===== config.mk =====
export PLATFORM = sky130hd
export DESIGN_NAME = adder_arbiter
export DESIGN_NICKNAME = d
export VERILOG_FILES = /design/src/rtl/adder_arb_pkg.sv /design/src/rtl/adder_arbiter_rr.sv /design/src/rtl/adder_arbiter.sv
export SDC_FILE = /design/constraint.sdc
export NUM_CORES = 1
export LEC_CHECK = 0
export CORE_AREA = 2 2 307 309
export CTS_CLUSTER_DIAMETER = 50
export CTS_CLUSTER_SIZE = 40
export DETAILED_ROUTE_END_ITERATION = 10
export DIE_AREA = 0 0 309 311
export DONT_BUFFER_PORTS = 1
export GPL_TIMING_DRIVEN = 0
export PLACE_DENSITY_LB_ADDON = 0.3
export SYNTH_ARGS = -nofsm -noshare
export SYNTH_HDL_FRONTEND = slang
export SYNTH_SLANG_ARGS = --single-unit

===== constraint.sdc =====
create_clock -name clk -period 11.4 [get_ports clk]
set_clock_uncertainty 0.15 [all_clocks]
set_input_delay 1.71 -clock clk [delete_from_list [all_inputs] [get_ports clk]]
set_output_delay 1.71 -clock clk [all_outputs]
set_load 0.1 [all_outputs]

===== src/rtl/adder_arb_pkg.sv =====
// Shared types and defaults for the adder arbiter: FSM state encoding,
// default sizing and the ID-width helper.
package adder_arb_pkg;

    typedef enum logic [1:0] {
        IDLE = 2'd0,
        EXEC = 2'd1,
        RESP = 2'd2
    } state_e;

    localparam int NREQ_DEF  = 4;
    localparam int WIDTH_DEF = 64;

    function automatic int clog2(input int n);
        int r;
        r = 0;
        while ((1 << r) < n) r++;
        return r;
    endfunction

endpackage


===== src/rtl/adder_arbiter_rr.sv =====
// Combinational round-robin pick: first requester after last_grant_i,
// wrapping, with a one-hot grant and its index.
module rr_arbiter
    import adder_arb_pkg::*;
#(
    parameter int NREQ = NREQ_DEF
) (
    input  logic [NREQ-1:0]          req_i,
    input  logic [clog2(NREQ)-1:0]   last_grant_i,
    input  logic                     en_i,
    output logic [NREQ-1:0]          gnt_o,
    output logic [clog2(NREQ)-1:0]   gnt_idx_o
);

    localparam int IDW = clog2(NREQ);

    always_comb begin
        logic found;
        int   idx;
        gnt_o     = '0;
        gnt_idx_o = '0;
        found     = 1'b0;
        idx       = 0;
        if (en_i) begin
            for (int k = 1; k <= NREQ; k++) begin
                idx = (int'(last_grant_i) + k) % NREQ;
                if (!found && req_i[idx]) begin
                    found      = 1'b1;
                    gnt_o[idx] = 1'b1;
                    gnt_idx_o  = IDW'(idx);
                end
            end
        end
    end

endmodule


===== src/rtl/adder_arbiter.sv =====
// Shares one external combinational adder among NREQ requesters: grant,
// register operands onto the adder, capture the result, return it tagged.
module adder_arbiter
    import adder_arb_pkg::*;
#(
    parameter int NREQ  = NREQ_DEF,
    parameter int WIDTH = WIDTH_DEF
) (
    input  logic                    clk,
    input  logic                    rst_n,
    input  logic [NREQ-1:0]         req_valid,
    output logic [NREQ-1:0]         req_ready,
    input  logic [NREQ*WIDTH-1:0]   req_a,
    input  logic [NREQ*WIDTH-1:0]   req_b,
    input  logic [NREQ-1:0]         req_cin,
    output logic [WIDTH-1:0]        add_a,
    output logic [WIDTH-1:0]        add_b,
    output logic                    add_cin,
    input  logic [WIDTH-1:0]        add_sum,
    input  logic                    add_cout,
    output logic                    resp_valid,
    input  logic                    resp_ready,
    output logic [clog2(NREQ)-1:0]  resp_id,
    output logic [WIDTH-1:0]        resp_sum,
    output logic                    resp_cout
);

    localparam int IDW = clog2(NREQ);

    state_e           state_q;
    logic [WIDTH-1:0] a_q, b_q, sum_q;
    logic             cin_q, cout_q, rvld_q;
    logic [IDW-1:0]   id_q, last_q;

    logic             arb_en, accept;
    logic [NREQ-1:0]  gnt;
    logic [IDW-1:0]   gnt_idx;
    int               sel;

    // rst_n gates the enable so req_ready drops the instant reset asserts.
    assign arb_en = rst_n && ((state_q == IDLE) || (state_q == RESP && resp_ready));
    assign accept = |gnt;
    assign sel    = int'(gnt_idx);

    rr_arbiter #(.NREQ(NREQ)) u_rr (
        .req_i        (req_valid),
        .last_grant_i (last_q),
        .en_i         (arb_en),
        .gnt_o        (gnt),
        .gnt_idx_o    (gnt_idx)
    );

    always_ff @(posedge clk or negedge rst_n) begin
        if (!rst_n) begin
            state_q <= IDLE;
            a_q     <= '0;
            b_q     <= '0;
            cin_q   <= 1'b0;
            id_q    <= '0;
            last_q  <= IDW'(NREQ - 1);
            sum_q   <= '0;
            cout_q  <= 1'b0;
            rvld_q  <= 1'b0;
        end else begin
            if (accept) begin
                a_q    <= req_a[sel*WIDTH +: WIDTH];
                b_q    <= req_b[sel*WIDTH +: WIDTH];
                cin_q  <= req_cin[sel];
                id_q   <= gnt_idx;
                last_q <= gnt_idx;
            end
            case (state_q)
                IDLE: if (accept) state_q <= EXEC;
                EXEC: begin
                    sum_q   <= add_sum;
                    cout_q  <= add_cout;
                    rvld_q  <= 1'b1;
                    state_q <= RESP;
                end
                RESP: if (resp_ready) begin
                    rvld_q  <= 1'b0;
                    state_q <= accept ? EXEC : IDLE;
                end
                default: state_q <= IDLE;
            endcase
        end
    end

    assign req_ready  = gnt;
    assign add_a      = a_q;
    assign add_b      = b_q;
    assign add_cin    = cin_q;
    assign resp_valid = rvld_q;
    assign resp_id    = id_q;
    assign resp_sum   = sum_q;
    assign resp_cout  = cout_q;

endmodule


==> metrics.md <==
| Metric | Value |
|---|---|
| Share of cells above drive strength 1 | approximately 29% |
| Hold Violations, Final | 0 |
| # rows | ~110 |
| Worst Path Required | ~9.5 ns |
| Initial DRC count | roughly 320 |
| Die height | around 310 microns |
| Synth warn | 0 |
| Initial Util | 12.87% |
| Drt pass-1 iters | 4 |
| Clk slew on worst S/H paths | approximately 0.050 ns |
| Post-CTS sizing | 0 |
| Finished Layout Cells | between 2k and 2.5k |
| Via density | around 3.6 |
| Wire length on met2 | between 20 and 30 mm |
| Number of distinct library cells after synthesis | 32 |
| Final nets | about 1.5k |
| Core box area | approximately 93000 sq um |
| Mapped Nets | between 1.5k and 2k |
| Highest routed layer | met4 |
| GR Overflow Total | 0 |
| Hold path cells | 1 |
| Crit end category | output port |
| Type of the worst min-delay path | flip-flop to flip-flop |
| Sink Count | approximately 200 |
| Residual DRC count | 0 |
| Met3 wire len | ~4.1 mm |
| Run status | complete, no violations |
| Clk_lat worst skew | ~0.55 ns |
| Vias in the first global route | slightly above 9k |
| DP HPWL | about 39 mm |
| Vias | 7982 |
| CP arrival | ~3.9 ns |
| CTS tree | built |
| Post-CTS setup buffers | 0 |
| Detailed Route WL | between 40 and 50 mm |
| Seq cells post-synth | approximately 200 |
| Clock H-tree levels | 2 |
| RSZ-0062 raised after global routing | no |
| Initial antenna violation count | 15 |
| Drt wl/cell | roughly 22 microns |
| Max Cap Viol | 0 |
| Sequential area share after synthesis | between 40% and 50% |
| # IOs | around 790 |
| Synth top area share | roughly two fifths |
| Setup TNS | 0 ns |
| FMAX | 173.3 MHz |
| Syn Inst Count | 905 |
| Relative slew slack | between 10% and 20% |
| Global-route wire length before repair | between 60 and 70 mm |
| R2R cell count | 12 |
| CP Class | primary input to output port |
| Final Critical Period | approximately 5.8 ns |
| Die ar. | about 96000 sq um |
| M1 wire length | between 15 and 20 mm |
| Setup violations, final | 0 |
| Layout area overhead | 22.55% |
| CTS Root Cell | clkbuf_16 |
| Cells after DPL | between 2k and 2.5k |
| Max Slew Vio Count | 0 |
| Clock Tree Buf Depth | 3 |
| Synth area leader | dfrtp_1 |
| Slew @ Worst Pin | ~1.2 ns |
| Number of hold buffers added after cts | 0 |
| IO buf count | 0 |
| Startpoint Class | primary input |
| Gr usage total | 9.692% |
| Mapped Area | ~12000 sq um |
| Critical path peak fanout | slightly above 200 |
| Synth top area cells | dfrtp_1 (42%), mux2i_1 (33%), mux2_2 (16%) |
| ANT nets after route | 0 |
| Die Span X | between 300 and 400 microns |
| Final GP Congestion | between 0.7 and 0.8 |
| Num CTS Buffers | 34 |
| Largest net degree at the start of global routing | roughly 200 |
| Period utilisation layout | 50.61% |
| Avg Cell Area, Syn | approximately 13 sq um |
[synth_stat cells]
cell type / n
nor4_2: 1
or2_2: 1
a21o_1: 1
a21oi_1: 2
nor2b_1: 2
a221o_1: 4
buf_4: 7
o221a_2: 1
a211oi_1: 1
ha_1: 8
nand2_1: 3
nor3_1: 2
nor3b_1: 1
dfstp_2: 2
inv_2: 1
o21a_1: 1
buf_2: 37
mux2i_1: 388
mux2_2: 172
mux4_2: 4
mux2_1: 28
nor4_1: 1
dfrtp_1: 199
buf_1: 6
o211a_1: 1
a32o_1: 4
clkbuf_1: 15
o22ai_1: 1
nor2_1: 1
inv_1: 4
a2111oi_0: 1
nand2b_1: 5
[layout make-up]
class | count | area (sq um)
Multi-Input combinational cell | 634 | 6590
Inverter | 5 | 18.77
Buffer | 65 | 317.8
Antenna cell | 16 | 40.04
Fill cell | 10350 | 78130
Clock inverter | 18 | 150.1
Tap cell | 1254 | 1569
Timing Repair Buffer | 2 | 22.52
Sequential cell | 201 | 5032
Clock buffer | 41 | 897.1
[routing by layer]
metal | vias to the layer above | GRT usage [%]
met4 | 0 | 4.237
met3 | 67 | 3.208
met2 | 478 | 17.49
met5 | - | 0
li1 | 3462 | -
met1 | 3975 | 10.15
[per-stage QoR]
step / cell area [sq um] / hold slack, ns / util, % / worst slack [ns]
after floorplan: 11940 / 0.3064 / - / 6.031
after global placement: 13510 / 0.3404 / 14.57 / 4.443
after detailed placement: 13550 / 0.3273 / 14.61 / 4.853
after CTS: 14600 / 0.3458 / 15.74 / 5.450
after global routing: 14630 / 0.3743 / 15.77 / 5.215
final: 14640 / 0.3403 / 15.78 / 5.631
[registers in the layout, summed over array words and instances, names as in the netlist]
register,flops
state_q,2
add_a,64
last_q,2
resp_sum,64
add_cin,1
resp_valid,1
add_b,64
resp_id,2
resp_cout,1
[kinds of logic (layout without fill, tap and decap cells)]
group	Yosys count	after routing	synth area share (%)
and+or+nand+nor	17	17	0.8485
buffers and inverters	70	131	2.807
adders and majority gates	8	8	0.8381
AOI/OAI and AO/OA	17	17	1.247
DFF	201	201	42.13
muxes	592	592	52.13
other	0	16	0
[worst max-delay path, cell delays in order]
cell and delay (ns):
nor3b_1 0.80, o211a_1 0.36, a32o_1 0.97
[layout by cell type (no fill, tap or decap), drive strengths merged, types with 3 or more instances in the layout]
master / n
clkinvlp: 5
clkbuf: 56
buf: 52
nand2b: 5
dfrtp: 199
diode: 16
mux2i: 388
a32o: 4
clkinv: 5
inv: 13
nand2: 3
mux4: 4
ha: 8
a221o: 4
mux2: 200
[path summary, 6_finish.rpt]
kind / slack [ns] / start / end
setup / recovery: 5.63 / rst_n / req_ready[1]
setup reg to reg: 6.40 / last_q[0] / add_b[59]
hold / removal: 0.34 / state_q[1] / resp_valid
max in group asynchronous: 10.04 / rst_n / add_a[6]
hold reg to reg: 0.34 / state_q[1] / resp_valid
min in group asynchronous: 0.71 / rst_n / resp_sum[34]
Power is not shown: default switching activity piles up to over one toggle a cycle in this logic, so the estimate is an artifact.
